### config.mk
export PLATFORM = sky130hd
export DESIGN_NAME = ram_port_ctrl_flat
export DESIGN_NICKNAME = d
export VERILOG_FILES = /design/src/rtl/ram_port_ctrl_pkg.sv /design/src/rtl/ram_port_ctrl_if.sv /design/src/rtl/ram_port_ctrl_key_edge_sync.sv /design/src/rtl/ram_port_ctrl.sv /design/src/flat_wrapper.sv
export SDC_FILE = /design/constraint.sdc
export NUM_CORES = 1
export LEC_CHECK = 0
export ABC_AREA = 0
export CORE_UTILIZATION = 55
export DETAILED_ROUTE_END_ITERATION = 12
export PLACE_DENSITY = 0.79
export SYNTH_ARGS = -nofsm -noshare
export SYNTH_HDL_FRONTEND = slang
export SYNTH_HIERARCHICAL = 1
export SYNTH_SLANG_ARGS = --single-unit
### constraint.sdc
create_clock -name clock -period 2.9 [get_ports clock]
set_input_delay 0.435 -clock clock [delete_from_list [all_inputs] [get_ports clock]]
set_output_delay 0.435 -clock clock [all_outputs]
set_load 0.1 [all_outputs]
### src/rtl/ram_port_ctrl_pkg.sv
// rtl/ram_port_ctrl_pkg.sv - shared FSM type, default widths and tick-counter sizing for ram_port_ctrl
package ram_port_pkg;

  localparam int DEF_ADDR_W   = 5;
  localparam int DEF_DATA_W   = 4;
  localparam int DEF_TICK_DIV = 50_000_000;
  localparam int TICK_W       = $clog2(DEF_TICK_DIV);

  typedef enum logic [2:0] {
    IDLE,
    INIT,
    WRITE,
    RD_ISSUE,
    RD_WAIT
  } state_t;

  // Counter width for a divider; a width of at least one bit keeps tiny dividers legal.
  function automatic int tick_width(input int div);
    return (div < 2) ? 1 : $clog2(div);
  endfunction

endpackage

### src/rtl/ram_port_ctrl_if.sv
// rtl/ram_port_ctrl_if.sv - user write inputs, RAM port and scan outputs bundled for ram_port_ctrl
interface ram_port_if
  import ram_port_pkg::*;
#(
  parameter int ADDR_W = DEF_ADDR_W,
  parameter int DATA_W = DEF_DATA_W
);

  logic              wr_btn;
  logic [ADDR_W-1:0] wr_addr;
  logic [DATA_W-1:0] wr_data;
  logic [ADDR_W-1:0] ram_addr;
  logic [DATA_W-1:0] ram_data;
  logic              ram_wren;
  logic [DATA_W-1:0] ram_q;
  logic [ADDR_W-1:0] scan_addr;
  logic [DATA_W-1:0] scan_data;
  logic              scan_valid;
  logic              busy;

  // Controller side
  modport master (
    input  wr_btn, wr_addr, wr_data, ram_q,
    output ram_addr, ram_data, ram_wren, scan_addr, scan_data, scan_valid, busy
  );

  // Board / RAM / display side
  modport slave (
    output wr_btn, wr_addr, wr_data, ram_q,
    input  ram_addr, ram_data, ram_wren, scan_addr, scan_data, scan_valid, busy
  );

endinterface

### src/rtl/ram_port_ctrl_key_edge_sync.sv
// rtl/ram_port_ctrl_key_edge_sync.sv - two-flop synchronizer with single-cycle rising-edge pulse
module key_edge_sync (
  input  logic clock,
  input  logic reset,
  input  logic din,
  output logic rise
);

  logic [2:0] sync_q;

  // Stages 0/1 resynchronize the button, stage 2 remembers the previous level
  always_ff @(posedge clock or posedge reset) begin
    if (reset) sync_q <= '0;
    else       sync_q <= {sync_q[1:0], din};
  end

  assign rise = sync_q[1] & ~sync_q[2];

endmodule

### src/rtl/ram_port_ctrl.sv
// rtl/ram_port_ctrl.sv - RAM port arbiter between button writes and periodic scan reads; RAM_PORT_CTRL_INIT_EN adds clear-on-reset
module ram_port_ctrl
  import ram_port_pkg::*;
#(
  parameter int ADDR_W   = DEF_ADDR_W,
  parameter int DATA_W   = DEF_DATA_W,
  parameter int TICK_DIV = DEF_TICK_DIV,
  parameter int RD_LAT   = 1
) (
  input logic        clock,
  input logic        reset,
  ram_port_if.master bus
);

  localparam int CNT_W = tick_width(TICK_DIV);
  localparam int LAT_W = (RD_LAT < 2) ? 1 : $clog2(RD_LAT);

`ifdef RAM_PORT_CTRL_INIT_EN
  localparam state_t RESET_ST = INIT;
`else
  localparam state_t RESET_ST = IDLE;
`endif

  state_t            state_q, state_d;
  logic              wr_rise;
  logic              wr_pend;
  logic              rd_pend;
  logic [ADDR_W-1:0] hold_addr;
  logic [DATA_W-1:0] hold_data;
  logic [CNT_W-1:0]  tick_cnt;
  logic              tick_done;
  logic [ADDR_W-1:0] scan_ptr;
  logic [LAT_W-1:0]  lat_cnt;
  logic              lat_done;
  logic [ADDR_W-1:0] addr_q, addr_c;
  logic [DATA_W-1:0] data_q, data_c;
  logic              wren_c;
  logic [ADDR_W-1:0] scan_addr_q;
  logic [DATA_W-1:0] scan_data_q;
  logic              scan_valid_q;
`ifdef RAM_PORT_CTRL_INIT_EN
  logic [ADDR_W-1:0] init_ptr;
`endif

  key_edge_sync u_key (
    .clock (clock),
    .reset (reset),
    .din   (bus.wr_btn),
    .rise  (wr_rise)
  );

  assign tick_done = (tick_cnt == CNT_W'(TICK_DIV - 1));
  assign lat_done  = (lat_cnt == LAT_W'(RD_LAT - 1));

  // Latch the user request on its edge; one request may wait while the port is busy
  always_ff @(posedge clock or posedge reset) begin
    if (reset) begin
      hold_addr <= '0;
      hold_data <= '0;
      wr_pend   <= 1'b0;
    end else begin
      if (wr_rise && !wr_pend) begin
        hold_addr <= bus.wr_addr;
        hold_data <= bus.wr_data;
      end
      // IDLE always dispatches a live or pending write, so the flag only survives outside IDLE
      if (state_q == IDLE) wr_pend <= 1'b0;
      else if (wr_rise)    wr_pend <= 1'b1;
    end
  end

  // Free-running scan divider; a tick arms one read, later ticks merge into it
  always_ff @(posedge clock or posedge reset) begin
    if (reset) begin
      tick_cnt <= '0;
      rd_pend  <= 1'b0;
    end else begin
      tick_cnt <= tick_done ? '0 : tick_cnt + CNT_W'(1);
      if (tick_done)               rd_pend <= 1'b1;
      else if (state_q == RD_ISSUE) rd_pend <= 1'b0;
    end
  end

  // FSM state register
  always_ff @(posedge clock or posedge reset) begin
    if (reset) state_q <= RESET_ST;
    else       state_q <= state_d;
  end

  // Next state and RAM port drive; address/data hold their last value when idle
  always_comb begin
    state_d = state_q;
    addr_c  = addr_q;
    data_c  = data_q;
    wren_c  = 1'b0;
    case (state_q)
      IDLE: begin
        if (wr_rise || wr_pend) state_d = WRITE;
        else if (rd_pend)       state_d = RD_ISSUE;
      end
      WRITE: begin
        addr_c  = hold_addr;
        data_c  = hold_data;
        wren_c  = 1'b1;
        state_d = IDLE;
      end
      RD_ISSUE: begin
        addr_c  = scan_ptr;
        state_d = RD_WAIT;
      end
      RD_WAIT: begin
        addr_c = scan_ptr;
        if (lat_done) state_d = IDLE;
      end
`ifdef RAM_PORT_CTRL_INIT_EN
      INIT: begin
        addr_c = init_ptr;
        data_c = '0;
        wren_c = 1'b1;
        if (init_ptr == {ADDR_W{1'b1}}) state_d = IDLE;
      end
`endif
      default: state_d = IDLE;
    endcase
  end

  // Remember the last driven address/data so idle cycles keep the bus stable
  always_ff @(posedge clock or posedge reset) begin
    if (reset) begin
      addr_q <= '0;
      data_q <= '0;
    end else begin
      addr_q <= addr_c;
      data_q <= data_c;
    end
  end

  // Read latency count, result capture and scan pointer advance
  always_ff @(posedge clock or posedge reset) begin
    if (reset) begin
      lat_cnt      <= '0;
      scan_ptr     <= '0;
      scan_addr_q  <= '0;
      scan_data_q  <= '0;
      scan_valid_q <= 1'b0;
    end else begin
      scan_valid_q <= 1'b0;
      if (state_q == RD_ISSUE)                lat_cnt <= '0;
      else if (state_q == RD_WAIT && !lat_done) lat_cnt <= lat_cnt + LAT_W'(1);
      if (state_q == RD_WAIT && lat_done) begin
        scan_data_q  <= bus.ram_q;
        scan_addr_q  <= scan_ptr;
        scan_valid_q <= 1'b1;
        scan_ptr     <= scan_ptr + ADDR_W'(1);
      end
    end
  end

`ifdef RAM_PORT_CTRL_INIT_EN
  // Clear-sweep pointer used only while in INIT
  always_ff @(posedge clock or posedge reset) begin
    if (reset)                 init_ptr <= '0;
    else if (state_q == INIT)  init_ptr <= init_ptr + ADDR_W'(1);
  end
`endif

  // Reset gates the strobes so wren/busy drop the instant reset rises, whatever the reset state
  assign bus.ram_addr   = addr_c;
  assign bus.ram_data   = data_c;
  assign bus.ram_wren   = wren_c & ~reset;
  assign bus.scan_addr  = scan_addr_q;
  assign bus.scan_data  = scan_data_q;
  assign bus.scan_valid = scan_valid_q;
  assign bus.busy       = (state_q != IDLE) & ~reset;

endmodule

### src/flat_wrapper.sv
// flat-port wrapper written by rule: the top's interface ports become plain ports
module ram_port_ctrl_flat import ram_port_pkg::*;
#(
  parameter int ADDR_W   = DEF_ADDR_W,
  parameter int DATA_W   = DEF_DATA_W,
  parameter int TICK_DIV = DEF_TICK_DIV,
  parameter int RD_LAT   = 1
)
  (clock, reset, bus_wr_btn, bus_wr_addr, bus_wr_data, bus_ram_q, bus_ram_addr, bus_ram_data, bus_ram_wren, bus_scan_addr, bus_scan_data, bus_scan_valid, bus_busy);
  ram_port_if #(.ADDR_W(ADDR_W), .DATA_W(DATA_W)) bus_i ();
  input logic clock;
  input logic reset;
  input wire logic [$bits(bus_i.wr_btn)-1:0] bus_wr_btn;
  input wire logic [$bits(bus_i.wr_addr)-1:0] bus_wr_addr;
  input wire logic [$bits(bus_i.wr_data)-1:0] bus_wr_data;
  input wire logic [$bits(bus_i.ram_q)-1:0] bus_ram_q;
  output wire logic [$bits(bus_i.ram_addr)-1:0] bus_ram_addr;
  output wire logic [$bits(bus_i.ram_data)-1:0] bus_ram_data;
  output wire logic [$bits(bus_i.ram_wren)-1:0] bus_ram_wren;
  output wire logic [$bits(bus_i.scan_addr)-1:0] bus_scan_addr;
  output wire logic [$bits(bus_i.scan_data)-1:0] bus_scan_data;
  output wire logic [$bits(bus_i.scan_valid)-1:0] bus_scan_valid;
  output wire logic [$bits(bus_i.busy)-1:0] bus_busy;
  assign bus_i.wr_btn = bus_wr_btn;
  assign bus_i.wr_addr = bus_wr_addr;
  assign bus_i.wr_data = bus_wr_data;
  assign bus_i.ram_q = bus_ram_q;
  assign bus_ram_addr = bus_i.ram_addr;
  assign bus_ram_data = bus_i.ram_data;
  assign bus_ram_wren = bus_i.ram_wren;
  assign bus_scan_addr = bus_i.scan_addr;
  assign bus_scan_data = bus_i.scan_data;
  assign bus_scan_valid = bus_i.scan_valid;
  assign bus_busy = bus_i.busy;
  ram_port_ctrl #(.ADDR_W(ADDR_W), .DATA_W(DATA_W), .TICK_DIV(TICK_DIV), .RD_LAT(RD_LAT)) u_core (.clock(clock), .reset(reset), .bus(bus_i));
endmodule
Word-level counts from Yosys, hierarchy flattened
Index checks and enable logic that the tools add are counted.
{"block": "word_totals", "regBits": 68, "out_inout_bits": 21, "input_bits": 16}
{"block": "op_classes", "n_eq_ne": 6, "n_reduce_logical": 12, "muxes": 15, "addsub": 3, "n_bitwise": 6}
{"operator": "$add A26 B1 Y26 const B", "n": 1}
{"operator": "$eq A26 B26 Y1 const B", "n": 1}
{"operator": "$mux W26", "n": 1}
{"operator": "$pmux W5 S2", "n": 1}
{"operator": "$mux W3", "n": 3}
{"operator": "$pmux W3 S3", "n": 1}
{"operator": "$mux W1", "n": 8}
{"operator": "$eq A3 B2 Y1 const B", "n": 2}
{"operator": "$reduce_bool A2 Y1", "n": 3}
{"operator": "$add A5 B1 Y5 const B", "n": 1}
{"operator": "$mux W4", "n": 1}
{"operator": "$and A1 B1 Y1", "n": 3}
{"operator": "$eq A3 B3 Y1 const B", "n": 1}
{"operator": "$logic_and A1 B1 Y1", "n": 3}
{"operator": "$logic_not A3 Y1", "n": 1}
{"operator": "$ne A3 B2 Y1 const B", "n": 1}
{"operator": "$not A1 Y1", "n": 3}
{"operator": "$reduce_bool A3 Y1", "n": 1}
{"operator": "$ne A2 B2 Y1 const B", "n": 1}
{"operator": "$reduce_and A2 Y1", "n": 1}
{"operator": "$reduce_or A2 Y1", "n": 1}
{"operator": "$add A1 B1 Y1 const B", "n": 1}
{"operator": "$logic_not A1 Y1", "n": 1}
{"operator": "$logic_or A1 B1 Y1", "n": 1}

Depth between registers and ports, before layout
{"block": "logic_depth", "depth_word": 5, "depth_mapped": 7, "mapped_depth_nobuf": 5}

Cells and area by module
The synthesis kept the hierarchy.
{"module": "ram_port_ctrl", "area_each_um2": 2969.1, "cells_per_inst": 267, "n_inst": 1}
{"module": "key_edge_sync", "area_each_um2": 92.6, "cells_per_inst": 5, "n_inst": 1}

Worst setup path before layout
No wires, ideal clock.
{"block": "synth_timing", "path_kind": "reg-to-output", "startpoint": "reg u_core.state_q[0]", "endpoint": "out bus_ram_addr[0]", "path_buffers": 2, "setup_slack_ns": -0.206, "arrival_time_ns": 2.671, "stages_incl_launch_ff": 7, "path_cell_list": "dfrtp_1 > clkbuf_1 > nand2b_1 > clkbuf_1 > o22ai_1 > o21a_1 > a21oi_1"}
{"block": "synth_via", "elab_chain_len": 3}
{"element": "from (decl)", "line_no": "ram_port_ctrl.sv:24", "source": "state_t state_q, state_d;"}
{"element": "from (signal assigned)", "line_no": "ram_port_ctrl.sv:87", "source": "else state_q <= state_d;"}
{"element": "$eq A3 B3 Y1 / $eq A3 B2 Y1 (equally long branches)", "line_no": "ram_port_ctrl.sv:96", "source": "case (state_q)"}
{"element": "$reduce_or A2 Y1 (no source line)"}
{"element": "$pmux W5 S2 (*)", "line_no": "ram_port_ctrl.sv:96"}
{"element": "to (decl)", "line_no": "flat_wrapper.sv:17", "source": "output wire logic [$bits(bus_i.ram_addr)-1:0] bus_ram_addr;"}
Mark *: on every way between the ends. The rest lies on a longest branch, timed or not.

Worst setup path after layout
{"block": "layout_timing", "startpoint": "reg u_core.state_q[1]", "endpoint": "out bus_ram_addr[2]"}
The elaborated chain is that of the path after synthesis.

==> reports/results.ini <==
[floorplan]
io_pins=37
rows=26
die_height_um=76.61
die_area_um2=5869
coreArea_um2=5238
fp.dieW_um=76.61
start_util_pct=58.46

[placement]
io_buffers=36
gp_congestion=0.8442
place_hpwl_um=3909
dp.cells=371
dpl_cell_area_um2=3458

[synth]
synth_area_um2=3062
postSynthAreaPerCell_um2=11.26
synth_flop_cell=dfrtp_1
yosysUniqueCellTypes=39
syn_nets=291
ys_ff_latch=68
synth_edf_count=0
syn_inst=272
yosysSeqAreaShare_pct=55.58
async_flop_share_pct=100.0
ys_warn_count=6

[finish]
fin_nets=331
drive_gt1_share_pct=24.29
multiInputGateArea_um2=1281
area_delta_synth_final_pct=19.57
stdcell_count=387
diodes=0
seqCellArea_um2=1702
fin_area_um2=3661
fill_cells=386

[clocking]
h-tree-depth=3
clock_sinks=68
cts.path.max_buffers=2
clock_latency_ns=0.34
cts_resized=0
cts.clk_slew.worst_paths_ns=0.07
cts_tree=built
cts_setup_buffers=0
cts_buffers=9
cts-root-buf=clkbuf_8
cts_hold_buf=0

[timing]
setup_viol=0
hold_viol_final=0
finClkSkew_ns=0.007635
worstMarginPinSlew_ns=0.8322
max_freq_mhz=403.2
period_needed_ns=2.480
relSlewSlack_pct=44.41
maxSlewViolCount=0
rsz0062_at_grt=false
final.period_utilization_pct=85.52

[pwr]
p_leak_nw=1.655
power.total_mw=2.347
p_per_area_nw_per_um2=641.0
vdd_ir_drop_max_uv=548.1

[critical_path]
critPathRequiredTime_ns=2.47
path_class=reg2out
cp-end-kind=output port
critPathArrivalTime_ns=2.05
crit_fanout=26
setup.worst_path.start_class=flop

[detailed_routing]
vias_per_cell=5.571
drtAntennaViolNets=0
drt_iter0_drc=115
firstDrtPassIters=4
drc=0
routed_wl_um=5605
avgRoutedWirePerCell_um=14.48
vias=2156

[worst_hold_path]
holdCritPathClass=reg2reg

[outcome]
status=finished, final reports clean

[global_route]
grt_pass1_wl_um=9777
antenna_found_initial=0
grt-ovfl-total=0
grt_max_degree=44
grt_use_total_pct=21.63
grt_pass1_vias=2215

[job]
maxCapViolations=0

[power by group]
group | leakage (nW) | total, mW | switching [mW] | internal (mW)
clock network | 0.102 | 0.772 | 0.331 | 0.441
logic | 0.662 | 0.524 | 0.386 | 0.138
registers | 0.891 | 1.05 | 0.0398 | 1.01
total | 1.66 | 2.35 | 0.757 | 1.59
[cell type report]
cell class	count	share of cell area, %
Clock buffer	12	4.238
Clock inverter	4	1.299
Inverter	8	0.8202
Multi-Input combinational cell	184	35.00
Sequential cell	68	46.48
Tap cell	70	2.392
Timing Repair Buffer	41	9.774
[cells in the final DEF, fill, tap and decap left out, types with 2 or more instances in the layout]
master            n
dfrtp_1          68
nor2_1           27
buf_4            25
mux2_2           23
clkdlybuf4s50_1  15
nand2_1          15
clkbuf_8         11
a21oi_1          11
xnor2_1          11
o21ai_0          10
nand3_1          10
xor2_1            8
inv_1             7
nand4_1           7
o221ai_1          6
o22ai_1           5
o21a_1            5
nor3_1            5
o31ai_1           5
or2_2             3
nor4_1            3
or4_1             3
ha_1              3
clkinv_2          2
and4_1            2
and3_1            2
nor4b_1           2
or3_1             2
mux2i_1           2
or3_2             2
nor2b_1           2
[worst paths after layout]
path	cells past startpoint	slack, ns	startpoint	endpoint
min	0	0.35	u_core/u_key/sync_q[0]$_DFF_PP0_	u_core/u_key/sync_q[1]$_DFF_PP0_
min reg2reg	0	0.35	u_core/u_key/sync_q[0]$_DFF_PP0_	u_core/u_key/sync_q[1]$_DFF_PP0_
max	4	0.42	u_core/state_q[1]$_DFFE_PP0P_	bus_ram_addr[2]
max reg2reg	4	0.79	u_core/tick_cnt[4]$_DFF_PP0_	u_core/tick_cnt[22]$_DFF_PP0_
max in group asynchronous	3	1.77	reset	u_core/hold_addr[2]$_DFFE_PP0P_
min in group asynchronous	2	0.38	reset	u_core/u_key/sync_q[0]$_DFF_PP0_
[kinds of logic (layout without fill, tap and decap cells)]
family	after synthesis	in the layout	share of synthesized area, %
mux	25	25	9.113
buf+inv	20	65	2.738
xor+xnor	19	19	5.435
flops	68	68	55.58
fa+ha+maj	3	3	1.226
simple gates	93	93	16.76
compound gates	44	44	9.154
[metal layers]
metal  global-route usage [%]  routed length [um]
met5                        0                   0
met3                    7.545                 244
met2                    35.05                2761
met1                    25.88                2523
met4                    10.00                  76
[through the flow]
| stage | setup slack, ns | utilization, % | hold WS, ns | setup TNS, ns |
|---|---|---|---|---|
| 2_1_floorplan | -0.2061 | - | 0.1886 | -1.320 |
| 3_3_place_gp | 0.8626 | 66.03 | 0.3320 | 0 |
| 3_5_place_dp | 0.7950 | 66.03 | 0.3355 | 0 |
| 4_1_cts | 0.4106 | 69.90 | 0.3512 | 0 |
| 5_1_grt | 0.2359 | 69.90 | 0.3571 | 0 |
| 6_report | 0.4199 | 69.90 | 0.3488 | 0 |
[state kept, by name, indices dropped and copies added (netlist names)]
register               cells
u_core/bus.scan_addr       5
u_core/rd_pend             1
u_core/data_q              4
u_core/lat_cnt             1
u_core/bus.scan_valid      1
u_core/wr_pend             1
u_core/hold_data           4
u_core/addr_q              5
u_core/bus.scan_data       4
u_core/scan_ptr            5
u_core/hold_addr           5
u_core/u_key/sync_q        3
u_core/state_q             3
u_core/tick_cnt           26
[cell usage after synthesis (5+ instances only)]
| library cell | n | area, um^2 |
|---|---|---|
| a21oi_1 | 11 | 55.05 |
| nand4_1 | 7 | 43.79 |
| dfrtp_1 | 68 | 1702 |
| xor2_1 | 8 | 70.07 |
| o21a_1 | 5 | 37.54 |
| nand2_1 | 15 | 56.30 |
| o31ai_1 | 5 | 37.54 |
| clkbuf_1 | 10 | 37.54 |
| mux2_2 | 23 | 259.0 |
| nor2_1 | 27 | 101.4 |
| xnor2_1 | 11 | 96.34 |
| o221ai_1 | 6 | 52.55 |
| inv_1 | 8 | 30.03 |
| o22ai_1 | 5 | 31.28 |
| nand3_1 | 10 | 50.05 |
| o21ai_0 | 10 | 50.05 |
| nor3_1 | 6 | 30.03 |
[critical path, stage by stage, from the launching register on]
cell and delay, ns:
dfrtp_1 0.78, o221ai_1 0.26, o21a_1 0.16, a21oi_1 0.18
buf_4 0.33
No activity file was read; power rests on OpenSTA's default activity.
